==> src/rtl/mdu_pkg.sv <==
// Shared definitions for the multiply/divide unit: datapath width and the
// divider sequencing states.
package mdu_pkg;

  localparam int MDU_WIDTH    = 32;
  localparam int DIV_LAST_CNT = MDU_WIDTH - 1;

  typedef enum logic [1:0] {
    IDLE = 2'd0,
    RUN  = 2'd1,
    FIX  = 2'd2,
    DONE = 2'd3
  } div_state_t;

endpackage

==> src/rtl/CLA32bits.sv <==
// 32-bit carry-lookahead adder: 4-bit groups with lookahead carries between
// groups, ripple inside each group.
module CLA32bits (
  input  logic [31:0] a,
  input  logic [31:0] b,
  input  logic        cin,
  output logic [31:0] sum,
  output logic        cout
);

  logic [31:0] g;
  logic [31:0] p;
  logic [31:0] c;
  logic [7:0]  grp_g;
  logic [7:0]  grp_p;
  logic [8:0]  grp_c;

  assign g = a & b;
  assign p = a ^ b;

  always_comb begin
    c     = '0;
    grp_g = '0;
    grp_p = '0;
    grp_c = '0;
    grp_c[0] = cin;
    for (int k = 0; k < 8; k++) begin
      grp_p[k] = &p[4*k +: 4];
      grp_g[k] = g[4*k+3]
               | (p[4*k+3] & g[4*k+2])
               | (p[4*k+3] & p[4*k+2] & g[4*k+1])
               | (p[4*k+3] & p[4*k+2] & p[4*k+1] & g[4*k]);
      grp_c[k+1] = grp_g[k] | (grp_p[k] & grp_c[k]);
      c[4*k] = grp_c[k];
      for (int j = 1; j < 4; j++) begin
        c[4*k+j] = g[4*k+j-1] | (p[4*k+j-1] & c[4*k+j-1]);
      end
    end
  end

  assign sum  = p ^ c;
  assign cout = grp_c[8];

endmodule

==> src/rtl/div_int_unit.sv <==
// One restoring division step: shift {R,Q} left, trial-subtract the divisor,
// keep the difference and set the quotient bit when it did not borrow.
module div_int_unit
  import mdu_pkg::*;
#(
  parameter int WIDTH = MDU_WIDTH
) (
  input  logic [WIDTH:0]   r,
  input  logic [WIDTH-1:0] q,
  input  logic [WIDTH-1:0] d,
  output logic [WIDTH:0]   r_next,
  output logic [WIDTH-1:0] q_next
);

  logic [WIDTH:0]   r_sh;
  logic [WIDTH-1:0] q_sh;
  logic [WIDTH-1:0] diff;
  logic             carry;
  logic             no_borrow;
  logic             unused_r_msb;

  // R stays below D, so its top bit is always clear going into a step.
  assign unused_r_msb = r[WIDTH];

  assign r_sh = {r[WIDTH-1:0], q[WIDTH-1]};
  assign q_sh = {q[WIDTH-2:0], 1'b0};

  if (WIDTH == MDU_WIDTH) begin : g_cla
    CLA32bits u_cla (
      .a    (r_sh[WIDTH-1:0]),
      .b    (~d),
      .cin  (1'b1),
      .sum  (diff),
      .cout (carry)
    );
  end else begin : g_add
    assign {carry, diff} = {1'b0, r_sh[WIDTH-1:0]} + {1'b0, ~d} + (WIDTH+1)'(1);
  end

  // Shifted R with its extra bit set always exceeds D, whatever the carry.
  assign no_borrow = r_sh[WIDTH] | carry;

  assign r_next = no_borrow ? {1'b0, diff} : r_sh;
  assign q_next = {q_sh[WIDTH-1:1], no_borrow};

endmodule

==> src/rtl/div_int_seq.sv <==
// Sequential restoring integer divider, one quotient bit per clock, signed and
// unsigned, using the MDU start/done handshake.
//
// state | meaning
// IDLE  | waiting for start; divide-by-zero is answered straight from here
// RUN   | one shift-subtract step per clock, WIDTH steps
// FIX   | apply result signs, load outputs
// DONE  | done pulse for one cycle
module div_int_seq
  import mdu_pkg::*;
#(
  parameter int WIDTH = MDU_WIDTH,
  parameter int CNT_W = 6
) (
  input  logic             clk,
  input  logic             rst,
  input  logic             start,
  input  logic             sign,
  input  logic [WIDTH-1:0] dividend,
  input  logic [WIDTH-1:0] divisor,
  output logic             busy,
  output logic             done,
  output logic             div_zero,
  output logic [WIDTH-1:0] quotient,
  output logic [WIDTH-1:0] remainder
);

  localparam logic [CNT_W-1:0] LAST_CNT = CNT_W'(WIDTH - 1);

  div_state_t       state;
  logic [WIDTH:0]   r_acc;
  logic [WIDTH-1:0] q_acc;
  logic [WIDTH-1:0] d_mag;
  logic [CNT_W-1:0] cnt;
  logic             q_neg;
  logic             r_neg;

  logic [WIDTH:0]   r_step;
  logic [WIDTH-1:0] q_step;
  logic             dvd_neg;
  logic             dvs_neg;
  logic [WIDTH-1:0] dvd_mag;
  logic [WIDTH-1:0] dvs_mag;

  assign dvd_neg = sign & dividend[WIDTH-1];
  assign dvs_neg = sign & divisor[WIDTH-1];
  // -2^(WIDTH-1) maps onto itself, which is the correct unsigned magnitude.
  assign dvd_mag = dvd_neg ? -dividend : dividend;
  assign dvs_mag = dvs_neg ? -divisor : divisor;

  div_int_unit #(.WIDTH(WIDTH)) u_step (
    .r      (r_acc),
    .q      (q_acc),
    .d      (d_mag),
    .r_next (r_step),
    .q_next (q_step)
  );

  always_ff @(posedge clk or posedge rst) begin
    if (rst) begin
      state     <= IDLE;
      r_acc     <= '0;
      q_acc     <= '0;
      d_mag     <= '0;
      cnt       <= '0;
      q_neg     <= 1'b0;
      r_neg     <= 1'b0;
      busy      <= 1'b0;
      done      <= 1'b0;
      div_zero  <= 1'b0;
      quotient  <= '0;
      remainder <= '0;
    end else begin
      case (state)
        IDLE: begin
          if (start) begin
            if (divisor == '0) begin
              quotient  <= '1;
              remainder <= dividend;
              div_zero  <= 1'b1;
              done      <= 1'b1;
              state     <= DONE;
            end else begin
              r_acc <= '0;
              q_acc <= dvd_mag;
              d_mag <= dvs_mag;
              q_neg <= dvd_neg ^ dvs_neg;
              r_neg <= dvd_neg;
              cnt   <= '0;
              busy  <= 1'b1;
              state <= RUN;
            end
          end
        end
        RUN: begin
          r_acc <= r_step;
          q_acc <= q_step;
          cnt   <= cnt + CNT_W'(1);
          if (cnt == LAST_CNT) begin
            state <= FIX;
          end
        end
        FIX: begin
          // Remainder takes the dividend's sign, quotient truncates toward zero.
          quotient  <= q_neg ? -q_acc : q_acc;
          remainder <= r_neg ? -r_acc[WIDTH-1:0] : r_acc[WIDTH-1:0];
          div_zero  <= 1'b0;
          busy      <= 1'b0;
          done      <= 1'b1;
          state     <= DONE;
        end
        DONE: begin
          done  <= 1'b0;
          state <= IDLE;
        end
        default: state <= IDLE;
      endcase
    end
  end

endmodule

==> config.mk <==
export PLATFORM = sky130hd
export DESIGN_NAME = div_int_seq
export DESIGN_NICKNAME = d
export VERILOG_FILES = /design/src/rtl/mdu_pkg.sv /design/src/rtl/CLA32bits.sv /design/src/rtl/div_int_unit.sv /design/src/rtl/div_int_seq.sv
export SDC_FILE = /design/constraint.sdc
export NUM_CORES = 1
export LEC_CHECK = 0
export CORE_ASPECT_RATIO = 2
export CORE_MARGIN = 1
export CORE_UTILIZATION = 58
export CTS_CLUSTER_DIAMETER = 80
export CTS_CLUSTER_SIZE = 25
export DETAILED_ROUTE_END_ITERATION = 7
export GPL_TIMING_DRIVEN = 1
export PLACE_DENSITY = 0.82
export SLEW_MARGIN = 40
export SYNTH_ARGS = -nofsm -noshare
export SYNTH_HDL_FRONTEND = slang
export SYNTH_HIERARCHICAL = 1
export SYNTH_SLANG_ARGS = --single-unit
==> constraint.sdc <==
create_clock -name clk -period 6.6 [get_ports clk]
set_input_delay 0.66 -clock clk [delete_from_list [all_inputs] [get_ports clk]]
set_output_delay 0.66 -clock clk [all_outputs]
set_load 0.05 [all_outputs]
; ---- Word level (Yosys, flattened, before mapping)
; Cells that the tools add are included.
[totals]
regBits = 173
wordCells = 210
[classes]
addsub = 5
eq_ne = 8
muxes = 31
bitwise_logic = 135
n_reduce_logical = 19
[ops]
columns = cell, count
row1 = 2-to-1 mux 32 bit, 13
row2 = case mux 32 bit (2 select lines), 4
row3 = negation 32 bit, 4
row4 = AND 1 bit, 72
row5 = XOR 32 bit, 2
row6 = bitwise OR 1 bit, 57
row7 = AND 32 bit, 1
row8 = zero test 32 bit, 1
row9 = NOT 32 bit, 1
row10 = AND reduction 4 bit, 8
row11 = AND reduction 3 bit, 5
row12 = 2-to-1 mux 6 bit, 2
row13 = case mux 6 bit (2 select lines), 1
row14 = "!= test 2 bit, second input constant", 4
row15 = case mux 2 bit (4 select lines), 1
row16 = "adder 6 x 1 -> 6 bit, second input constant", 1
row17 = "equality test 6 x 5 -> 1 bit, second input constant", 1
row18 = 2-to-1 mux 2 bit, 3
row19 = "equality test 2 bit, second input constant", 2
row20 = 2-to-1 mux 1 bit, 4
row21 = case mux 1 bit (2 select lines), 2
row22 = nonzero test 2 bit, 2
row23 = case mux 1 bit (3 select lines), 1
row24 = nonzero test 3 bit, 1
row25 = other kinds (5), 5

; ---- Depth between registers and ports, before layout
; Gate-level depths: netlist (run 1).
[depth]
depth_word = 28
depth_mapped = 13
depth_no_buf = 13

; ---- Hierarchy
; Netlist (run 1), hierarchy kept.
[modules_own_cells]
columns = module, instances, cells_per_inst, area_per_inst_um2, seq_area_each_um2
row1 = div_int_seq, 1, 1097, 9977.1, 4354.2
row2 = CLA32bits, 1, 142, 1388.8, 0.0
row3 = div_int_unit, 1, 104, 792.0, 0.0

; ---- Least setup slack after synthesis (run 1)
; Ideal clock, no wire load.
[synth_path]
path_kind = register to register
from = register r_acc[6]
to = register r_acc[27]
setup_ns = 0.121
arrival_time_ns = 3.478
t_required_ns = 6.479
setup_slack_ns = 3.001
path_stages_with_launch = 13
path_buffers = 0
cell_sequence = dfrtp_1 ha_1 a21oi_2 a31oi_1 o21ba_1 or3_1 a21bo_1 fa_1 fa_1 fa_1 xor2_1 mux2_2 a22o_1
[synth_via]
elab_chain_cells = 23
word_cells_on_any_way = 35
cone_classes = 2 x mux / 32 x bitwise / 1 x reduce/logical
[synth_rtl]
columns = element, line_no
row1 = from (decl), div_int_seq.sv:31  ; logic [WIDTH:0] r_acc;
row2 = from (signal assigned), div_int_seq.sv:96  ; r_acc <= r_step;
row3 = XOR 32 bit, CLA32bits.sv:19  ; assign p = a ^ b;
row4 = AND 1 bit (on tied branches), "CLA32bits.sv:30, CLA32bits.sv:31, CLA32bits.sv:32"
row5 = "bitwise OR 1 bit, or another cell as far along", CLA32bits.sv:30  ; | (p[4*k+3] & g[4*k+2])
row6 = bitwise OR 1 bit or AND 1 bit (tied branches), "CLA32bits.sv:31, CLA32bits.sv:32"
row7 = bitwise OR 1 bit, CLA32bits.sv:32  ; | (p[4*k+3] & p[4*k+2] & p[4*k+1] & g[4*k]);
row8 = bitwise OR 1 bit (*), CLA32bits.sv:33  ; grp_c[k+1] = grp_g[k] | (grp_p[k] & grp_c[k]);
row9 = AND 1 bit (*), CLA32bits.sv:33
row10 = bitwise OR 1 bit (*), CLA32bits.sv:33
row11 = [... 9 more ...], n/a
row12 = bitwise OR 1 bit (*), CLA32bits.sv:36  ; c[4*k+j] = g[4*k+j-1] | (p[4*k+j-1] & c[4*k+j-1]);
row13 = AND 1 bit (*), CLA32bits.sv:36
row14 = bitwise OR 1 bit (*), CLA32bits.sv:36
row15 = XOR 32 bit (*), CLA32bits.sv:41  ; assign sum = p ^ c;
row16 = named net u_step.diff[27], div_int_unit.sv:17  ; logic [WIDTH-1:0] diff;
row17 = 2-to-1 mux 32 bit (*), div_int_unit.sv:43  ; assign r_next = no_borrow ? {1'b0, diff} : r_sh;
row18 = named net r_step[27], div_int_seq.sv:38  ; logic [WIDTH:0] r_step;
row19 = case mux 32 bit (2 select lines) (*), div_int_seq.sv:74  ; case (state)
; Mark *: on every way through the listed nets, which the timed path passes. The rest lies on a longest branch.
; A chain may end at the register's enable or synchronous reset.

; ---- Final worst setup path (run 1)
[layout_path]
from = register q_acc[31]
to = register r_acc[27]
[layout_via]
elab_chain_cells = 23
word_cells_on_any_way = 30
cone_classes = 2 x mux / 27 x bitwise / 1 x reduce/logical
[layout_rtl]
columns = element, line_no
row1 = from (decl), div_int_seq.sv:32  ; logic [WIDTH-1:0] q_acc;
row2 = from (signal assigned), div_int_seq.sv:85  ; q_acc <= dvd_mag;
row3 = from (signal assigned), div_int_seq.sv:97  ; q_acc <= q_step;
row4 = AND 32 bit, CLA32bits.sv:18  ; assign g = a & b;
row5 = AND 1 bit, CLA32bits.sv:32
row6 = bitwise OR 1 bit, CLA32bits.sv:32
row7 = bitwise OR 1 bit (*), CLA32bits.sv:33
row8 = AND 1 bit (*), CLA32bits.sv:33
row9 = bitwise OR 1 bit (*), CLA32bits.sv:33
row10 = AND 1 bit (*), CLA32bits.sv:33
row11 = bitwise OR 1 bit (*), CLA32bits.sv:33
row12 = [... 9 more ...], n/a
row13 = bitwise OR 1 bit (*), CLA32bits.sv:36
row14 = AND 1 bit (*), CLA32bits.sv:36
row15 = bitwise OR 1 bit (*), CLA32bits.sv:36
row16 = XOR 32 bit (*), CLA32bits.sv:41
row17 = named net u_step.diff[27], div_int_unit.sv:17
row18 = 2-to-1 mux 32 bit (*), div_int_unit.sv:43
row19 = named net r_step[27], div_int_seq.sv:38
row20 = case mux 32 bit (2 select lines) (*), div_int_seq.sv:74
; Marked as above.

==> results of run 1 <==
-- cells in the final DEF (no fill, tap or decap), drive strengths merged, types with 17 or more instances in the layout --
cell	instances
dfrtp	173
xor2	74
inv	79
a21oi	109
mux2i	29
nor2	142
fa	24
ha	42
xnor2	45
nand2	103
nor3	27
o21ai	80
o31ai	29
mux2	36
nand3	21
nor4	18
a211oi	17
clkdlybuf4s50	134
a22o	35
clkbuf	19
-- final cells by class --
cell class | instances | area, um2
clock buffers | 19 | 443
clock inverters | 13 | 165
fillers | 1626 | 6490
inverters | 77 | 294
multi-input cells | 992 | 6950
flip-flops and latches | 173 | 4330
well taps | 266 | 333
repair buffers | 146 | 1450
-- power breakdown --
part / switching (uW) / leakage (uW) / internal [uW] / total, uW
logic: 132 / 0.00368 / 92.3 / 224
registers: 5.34 / 0.00215 / 1070 / 1070
clock network: 439 / 0.000286 / 607 / 1050
-- path summary, 6_finish.rpt --
kind | start | endpoint | slack, ns | cells after the start
max in group asynchronous | rst | d_mag[25] | 4.80 | 3
worst max-delay path | q_acc[31] | r_acc[27] | 2.52 | 12
min in group asynchronous | rst | quotient[4] | 0.69 | 2
worst max register to register | q_acc[31] | r_acc[27] | 2.52 | 12
worst min register to register | remainder[6] | remainder[6] | 0.48 | 2
worst min-delay path | remainder[6] | remainder[6] | 0.48 | 2
-- sequential cells by signal, summed over array words and instances (netlist names) --
register	count
busy	1
quotient	32
div_zero	1
remainder	32
q_acc	32
r_neg	1
r_acc	32
d_mag	32
q_neg	1
done	1
cnt	6
state	2
-- metal layers --
metal  vias to the layer above  routed length [um]  GRT usage (%)
met1                      4771               10600           28.6
li1                       4826                   -              -
met5                         -                   0              0
met4                         0                1940           21.0
met3                       106                 933           4.42
met2                       259               16300           55.1
-- through the flow --
step	total power, uW	cells	area, um2
5_1_grt	2420	1686	14000
3_5_place_dp	1310	1654	13400
6_report	2340	1686	14000
3_3_place_gp	1310	1652	13300
4_1_cts	2350	1686	14000
2_1_floorplan	1210	1340	12100
-- critical path, delay by kind of cell, from the launching register on --
kind | cells | cell delay [ns]
and+or+nand+nor | 2 | 0.48
DFF | 1 | 0.59
adders and majority gates | 4 | 1.56
AOI/OAI and AO/OA | 4 | 0.89
muxes | 1 | 0.26
xor gates and xnor gates | 1 | 0.17
==> summary.txt, run 1 <==
Floorplan
  – Core region area: 20500 um2
  – Total die area: 21500 um2
  – Horizontal extent of the die: 104 um
  – Starting density of the core: 59.2%
  – Die Height: 206 um
  – Number of rows in the core area: 74
  – I/O pins: 135

Clock tree
  – Number of buffers inserted by post-CTS setup repair: 0
  – Cell at the root of the clock tree: sky130_fd_sc_hd__clkbuf_16
  – Clk buf depth: 2
  – Inserted Clock Buffers: 17
  – Post-cts gate resize count: 0
  – Max H-tree Level: 4
  – Clock network latency to the later pin of the worst-skew pair: 0.45 ns
  – TritonCTS clock tree: done
  – Sink count of the clock tree: 173
  – Number of buffers inserted for hold repair after clock tree synthesis: 0
  – CTS clk-pin slew, worst paths: 0.07 ns

STA
  – Shortest period the worst path allows: 4.08 ns
  – Part of the cycle the worst path needs: 61.8%
  – Worst Slack Setup Final: 2.52 ns
  – RSZ-0062 raised after global routing: false
  – Setup-violating endpoint count in the final report: 0
  – Worst slew margin relative to its limit: 40.0%
  – Hold WS: 0.479 ns
  – Total Negative Setup Slacks: 0 ns
  – Timing-limited maximum frequency: 245 MHz
  – Worst slew pin tran: 0.888 ns
  – Number of slew-limit violations in the final report: 0
  – Final number of hold-violating endpoints: 0
  – Worst clock skew: 0.0101 ns

Layout
  – Antenna cells: 0
  – Area overhead of the layout relative to synthesis: 15.3%
  – Number of nets in the layout: 1541
  – Utilization after layout: 68.3%
  – Fraction of layout cells with a size suffix above 1: 7.82%

Drt
  – First DRT Iteration DRCs: 453
  – Count of antenna-violating nets left after detailed routing: 0
  – Vias per inst: 5.91
  – Pre-Repair DR Iteration Count: 5
  – Drc violations: 0
  – Post-DR wirelength/cell: 17.6 um
  – Final routed wirelength across all metal layers: 29700 um
  – Total vias in the final route: 9962

Setup path
  – Max incr delay on CP: 0.59 ns
  – Worst Path Class, Setup: register to register
  – Critical path capture point type: register
  – Data arrival time at the worst-slack endpoint: 4.41 ns
  – Largest fanout of any net on the critical path: 5
  – Data required time of the worst path: 6.93 ns
  – Critical path startpoint category: register
  – Cell mode on critical path: sky130_fd_sc_hd__fa_1
  – Chain of cells forming the critical path: ha_1 > a21oi_2 > nor2_1 > o31a_1 > or3_1 > a21bo_1 > fa_1 > fa_1 > fa_1 > xor2_1 > mux2_2 > a22o_1
  – Slowest library cell on the worst path: sky130_fd_sc_hd__dfrtp_1

Pwr
  – VDD IR max: 0.167 mV
  – Power density over the cells: 168 nW/um2
  – Leak Pwr: 0.00612 uW

Global route
  – Number of global-route vias before repair: 9941
  – Total routing usage reported by global routing: 29.1%
  – Wire length of the first global-routing pass: 48800 um
  – Remaining global-route overflow: 0
  – Pin count of the biggest net entering global routing: 78
  – Number of antenna violations at the first check in global routing: 0

Logic synthesis
  – Post-Syn Area: 12100 um2
  – Per-instance average area after synthesis: 9.05 um2
  – YS warnings: 6
  – Syn Inst Count: 1339

Flow run
  – Number of max-capacitance violations reported: 0

Placement
  – Setup Slack @ Placement: 2.45 ns
  – Count of input and output buffers: 134
  – Detailed-placement wirelength estimate: 22400 um
  – Routability congestion estimate: 0.941

Hold path
  – Hold/Removal Path Class: register to register

Status
  – Status: finished, final reports clean
No activity file was read; power rests on OpenSTA's default activity.
==> inputs of run 2 (changes only) <==
- clock period: 6.6 -> 4 ns (I/O delays scaled with it)
==> run 2 against run 1 <==
  * Largest cell class unchanged
  * Die area stayed put
  * Count of clock-buffer cells in the layout is 5 higher
  * Clock power is 59% higher
  * Combinational power is 68% higher
==> summary.txt, run 2 (synthesis gave the netlist of run 1 again) <==
Status
  – Status: finished, final reports clean

STA
  – Total Negative Setup Slacks: 0 ns
  – RSZ-0062 raised after global routing: false
  – Hold WS: 0.398 ns
  – Worst slew margin relative to its limit: 44.9%
  – Worst clock skew: 0.00662 ns
  – Number of slew-limit violations in the final report: 0
  – Worst Slack Setup Final: 0.128 ns
  – Worst slew pin tran: 0.827 ns
  – Timing-limited maximum frequency: 258 MHz
  – Final number of hold-violating endpoints: 0
  – Setup-violating endpoint count in the final report: 0
  – Shortest period the worst path allows: 3.87 ns
  – Part of the cycle the worst path needs: 96.8%

Floorplan
  – I/O pins: 135
  – Number of rows in the core area: 74
  – Horizontal extent of the die: 104 um
  – Core region area: 20500 um2
  – Starting density of the core: 59.2%
  – Total die area: 21500 um2
  – Die Height: 206 um

Drt
  – Vias per inst: 5.98
  – Final routed wirelength across all metal layers: 31100 um
  – Post-DR wirelength/cell: 18.2 um
  – Count of antenna-violating nets left after detailed routing: 0
  – Pre-Repair DR Iteration Count: 5
  – Drc violations: 0
  – Total vias in the final route: 10200
  – First DRT Iteration DRCs: 571

Placement
  – Routability congestion estimate: 0.938
  – Setup Slack @ Placement: 0.142 ns
  – Count of input and output buffers: 134
  – Detailed-placement wirelength estimate: 23400 um
  – # placed instances: 1676

Clock tree
  – Sink count of the clock tree: 173
  – Inserted Clock Buffers: 17
  – Number of buffers inserted by post-CTS setup repair: 0
  – TritonCTS clock tree: done
  – Number of buffers inserted for hold repair after clock tree synthesis: 0
  – Max H-tree Level: 4
  – CTS clk-pin slew, worst paths: 0.06 ns
  – Cell at the root of the clock tree: sky130_fd_sc_hd__clkbuf_16
  – Clock network latency to the later pin of the worst-skew pair: 0.45 ns
  – Clk buf depth: 2
  – Post-cts gate resize count: 0

Layout
  – Area overhead of the layout relative to synthesis: 17.1%
  – Commonest cells after routing, fill and taps aside: sky130_fd_sc_hd__dfrtp_1 (172), sky130_fd_sc_hd__nor2_1 (141), sky130_fd_sc_hd__clkdlybuf4s50_1 (134), sky130_fd_sc_hd__a21oi_1 (105), sky130_fd_sc_hd__nand2_1 (103)
  – Fraction of layout cells with a size suffix above 1: 9.10%
  – Number of nets in the layout: 1563
  – Utilization after layout: 69.3%
  – Cell Count, Final, Fillers Out: 1707
  – Most common cell after layout, fill and taps aside: sky130_fd_sc_hd__dfrtp_1

Pwr
  – Fraction of power consumed by combinational cells: 9.8%
  – Total net switching power: 919 uW
  – VDD IR max: 0.240 mV
  – Design internal power: 2890 uW
  – Power density over the cells: 269 nW/um2
  – Clock Power Share: 43.7%
  – Sequential group share of total power: 46.4%
  – Leak Pwr: 0.00625 uW
  – Net switching fraction of the power: 24.1%

Global route
  – Wire length of the first global-routing pass: 50500 um
  – Total routing usage reported by global routing: 30.3%
  – Number of global-route vias before repair: 10200
  – Remaining global-route overflow: 0
  – Number of antenna violations at the first check in global routing: 1
  – Pin count of the biggest net entering global routing: 90

Setup path
  – Number of buffer and inverter instances along the worst setup path: 1
  – Largest fanout of any net on the critical path: 3
  – Critical path capture point type: register
  – Critical path startpoint category: register
  – Chain of cells forming the critical path: inv_1 > ha_1 > a21oi_1 > o21ai_1 > o21ba_1 > or3_1 > a21o_1 > fa_1 > fa_1 > fa_1 > xor2_1 > mux2_4 > a22o_1
  – Max incr delay on CP: 0.44 ns
  – Slowest library cell on the worst path: sky130_fd_sc_hd__or3_1
  – Worst Path Class, Setup: register to register
  – Cell mode on critical path: sky130_fd_sc_hd__fa_1
  – CP delay by family, top: adder cells
  – Data required time of the worst path: 4.34 ns
  – Data arrival time at the worst-slack endpoint: 4.21 ns

Hold path
  – Hold/Removal Path Class: primary input to asynchronous set/reset pin

Flow run
  – Number of max-capacitance violations reported: 0
## run 2: path summary, 6_finish.rpt
kind                               from           end  slack (ns)  cells after the start
min in group clk           remainder[6]  remainder[6]        0.48                      2
hold reg to reg            remainder[6]  remainder[6]        0.48                      2
setup / recovery               d_mag[9]     r_acc[31]        0.13                     13
max in group asynchronous           rst     r_acc[19]        2.78                      4
setup reg to reg               d_mag[9]     r_acc[31]        0.13                     13
hold / removal                      rst   quotient[2]        0.40                      3
## run 2: per-layer routing
| layer | global-route usage, % | up-vias | share of wire [%] |
|---|---|---|---|
| li1 | - | 4881 | - |
| met1 | 30.9 | 4883 | 36 |
| met2 | 56.5 | 324 | 54 |
| met3 | 4.10 | 115 | 3.8 |
| met4 | 21.4 | 0 | 6.6 |
| met5 | 0 | - | 0 |
## run 2: stage by stage
| step | area, um2 | total power (uW) |
|---|---|---|
| CTS | 14200 | 3840 |
| finish | 14200 | 3810 |
| global placement | 13600 | 2170 |
| detailed placement | 13600 | 2180 |
| global route | 14200 | 3930 |
| floorplan | 12100 | 2000 |
## run 2: final cells by class
class | instances | area [um2]
Antenna cell | 1 | 2.50
Clock buffer | 24 | 492
Clock inverter | 6 | 85.1
Fill cell | 1618 | 6270
Inverter | 77 | 293
Multi-Input combinational cell | 992 | 6970
Sequential cell | 173 | 4330
Tap cell | 266 | 333
Timing Repair Buffer | 168 | 1680
## run 2: worst reg2reg max path: stages (launching register included)
cell                      delay, ns
sky130_fd_sc_hd__dfrtp_1       0.38
sky130_fd_sc_hd__inv_1         0.11
sky130_fd_sc_hd__ha_1          0.26
sky130_fd_sc_hd__a21oi_1       0.19
sky130_fd_sc_hd__o21ai_1       0.11
sky130_fd_sc_hd__o21ba_1       0.24
sky130_fd_sc_hd__or3_1         0.44
sky130_fd_sc_hd__a21o_1        0.22
sky130_fd_sc_hd__fa_1          0.39
sky130_fd_sc_hd__fa_1          0.40
sky130_fd_sc_hd__fa_1          0.40
sky130_fd_sc_hd__xor2_1        0.15
sky130_fd_sc_hd__mux2_4        0.26
sky130_fd_sc_hd__a22o_1        0.20
## run 2: power by group through the flow
| stage | Combinational [uW] | Clock, uW | Sequential (uW) |
|---|---|---|---|
| floorplan | 153 | 0 | 1840 |
| global placement | 364 | 0 | 1800 |
| detailed placement | 374 | 0 | 1800 |
| CTS | 377 | 1690 | 1770 |
| global route | 406 | 1750 | 1770 |
| finish | 376 | 1670 | 1770 |
==> inputs of run 3 (changes only) <==
- CORE_UTILIZATION: 58 -> 50
- GPL_ROUTABILITY_DRIVEN: unset -> 0
- PLACE_DENSITY: 0.82 -> 0.72
==> run 3 against run 2 <==
  * The run now ends with design-rule violations left
  * Sequential share of layout area is 0.15 points lower
  * Critical endpoint is now r_acc[27]
  * Largest cell class unchanged
  * Fmax is 1.7% higher
  * Via count is 0.26% lower
  * Largest power group unchanged
  * Clock power hardly changed
==> summary.txt, run 3 (synthesis gave the netlist of run 1 again) <==
Status
  – Status: complete, but fails checks
  – Violations in the final reports: design-rule violations

Global route
  – Wire length of the first global-routing pass: 52300 um
  – Routing layer with the top usage in global route: met2
  – Met3 Use GR: 3.14%
  – Total routing usage reported by global routing: 27.0%
  – Remaining global-route overflow: 0
  – Number of global-route vias before repair: 10400
  – GR met2 Demand/Resource: 49.8%
  – Met1 usage: 27.9%
  – Pin count of the biggest net entering global routing: 76
  – Number of antenna violations at the first check in global routing: 1

Clock tree
  – CTS clk-pin slew, worst paths: 0.07 ns
  – Clock network latency to the later pin of the worst-skew pair: 0.45 ns
  – Max H-tree Level: 4
  – Inserted Clock Buffers: 17
  – Clk buf depth: 2
  – TritonCTS clock tree: done
  – Cell at the root of the clock tree: sky130_fd_sc_hd__clkbuf_16
  – Sink count of the clock tree: 173

Setup path
  – Largest fanout of any net on the critical path: 5
  – Critical path capture point type: register
  – Chain of cells forming the critical path: inv_1 > ha_2 > a21oi_2 > a31oi_1 > o21ba_1 > or3_1 > a21bo_1 > fa_1 > fa_1 > fa_1 > xor2_1 > mux2_2 > a22o_1
  – Critical path startpoint category: register
  – Data required time of the worst path: 4.33 ns
  – Max incr delay on CP: 0.44 ns
  – Data arrival time at the worst-slack endpoint: 4.14 ns
  – Worst Path Class, Setup: register to register
  – Worst reg2reg setup slack: 0.19 ns
  – Cell mode on critical path: sky130_fd_sc_hd__fa_1
  – Slowest library cell on the worst path: sky130_fd_sc_hd__or3_1

Floorplan
  – I/O pins: 135
  – Horizontal extent of the die: 112 um
  – Total die area: 24900 um2
  – Core region area: 23800 um2
  – Die Height: 222 um
  – Number of rows in the core area: 80
  – Starting density of the core: 50.8%

STA
  – Worst Slack Setup Final: 0.192 ns
  – Part of the cycle the worst path needs: 95.2%
  – Number of slew-limit violations in the final report: 0
  – Total Negative Setup Slacks: 0 ns
  – RSZ-0062 raised after global routing: false
  – Worst slew pin tran: 0.831 ns
  – Final number of hold-violating endpoints: 0
  – Hold WS: 0.340 ns
  – Worst clock skew: 0.00862 ns
  – Shortest period the worst path allows: 3.81 ns
  – Timing-limited maximum frequency: 263 MHz
  – Setup-violating endpoint count in the final report: 0
  – Worst slew margin relative to its limit: 44.6%

Placement
  – # placed instances: 1700
  – Setup Slack @ Placement: 0.174 ns
  – Count of input and output buffers: 134
  – Detailed-placement wirelength estimate: 24500 um

Layout
  – Fraction of layout cells with a size suffix above 1: 9.48%
  – Area overhead of the layout relative to synthesis: 17.7%
  – Commonest cells after routing, fill and taps aside: sky130_fd_sc_hd__dfrtp_1 (172), sky130_fd_sc_hd__nor2_1 (141), sky130_fd_sc_hd__clkdlybuf4s50_1 (134), sky130_fd_sc_hd__a21oi_1 (105), sky130_fd_sc_hd__nand2_1 (103)
  – Most common cell after layout, fill and taps aside: sky130_fd_sc_hd__dfrtp_1
  – Cell Count, Final, Fillers Out: 1733
  – Area used by sequential logic in the layout: 4330 um2
  – Number of nets in the layout: 1566
  – Fill cell instance count of the final layout: 2105
  – Area used by multi-input combinational logic: 6970 um2

Drt
  – Vias per inst: 5.87
  – Pre-Repair DR Iteration Count: 8
  – Final routed wirelength across all metal layers: 31800 um
  – Post-DR wirelength/cell: 18.4 um
  – Total vias in the final route: 10200
  – Count of antenna-violating nets left after detailed routing: 0
  – First DRT Iteration DRCs: 518
  – Drc violations: 10

Hold path
  – Hold/Removal Path Class: primary input to asynchronous set/reset pin

Pwr
  – VDD IR max: 0.258 mV
  – Power density over the cells: 269 nW/um2
  – Leak Pwr: 0.00627 uW

Flow run
  – Number of max-capacitance violations reported: 0
## run 3: changes by cell type in the layout (fill, tap and decap cells not counted), sizes merged
cell	change
inv	+3
clkbuf	-4
buf	+3
clkinvlp	+1
clkinv	+2
## run 3: critical path: cells and delay by family, from the launching register on
family,cells,cell delay [ns]
adder cells (fa/ha/maj),4,1.47
AO/OA/AOI/OAI,5,0.94
AND/OR/NAND/NOR,1,0.44
flip-flops,1,0.37
multiplexers,1,0.26
XOR/XNOR,1,0.15
buffers and inverters,1,0.06
## run 3: metal layers
| layer | routed length (um) | part of all wire (%) |
|---|---|---|
| met5 | 0 | 0 |
| met4 | 2060 | 6.5 |
| met3 | 1150 | 3.6 |
| met2 | 17200 | 54 |
| met1 | 11400 | 36 |
## run 3: worst paths after layout
check                        startpoint            end  cells past startpoint
max                            d_mag[7]      r_acc[27]                     13
min                                 rst   remainder[6]                      2
max reg2reg                    d_mag[7]      r_acc[27]                     13
min reg2reg                remainder[8]   remainder[8]                      1
max in group asynchronous           rst  remainder[28]                      3
min in group clk           remainder[8]   remainder[8]                      1
## run 3: area by class of cell
class	instances	area share (%)
clock buffers	20	3.20
flip-flops and latches	173	30.4
well taps	287	2.52
repair buffers	171	12.0
inverters	77	2.05
clock inverters	12	0.957
multi-input cells	992	48.9
diodes	1	0.0176
## run 3: timing repair
action / in CTS / in global routing
buffers inserted: 0 / 0
resized for setup: 0 / 3
endpoints found under the setup margin: 0 / 1
hold buffers: 0 / 0
## run 3: power breakdown
group          leakage [uW]  switching, uW  internal (uW)
clock              0.000283            733            958
combinational       0.00384            219            159
sequential          0.00215           7.55           1760
total               0.00627            960           2880
## run 3: through the flow
stage | util, % | power, uW | area (um2)
2_1_floorplan | - | 2000 | 12100
3_3_place_gp | 57.1 | 2170 | 13600
3_5_place_dp | 57.3 | 2180 | 13600
4_1_cts | 59.8 | 3870 | 14200
5_1_grt | 59.8 | 3980 | 14300
6_report | 59.8 | 3840 | 14300
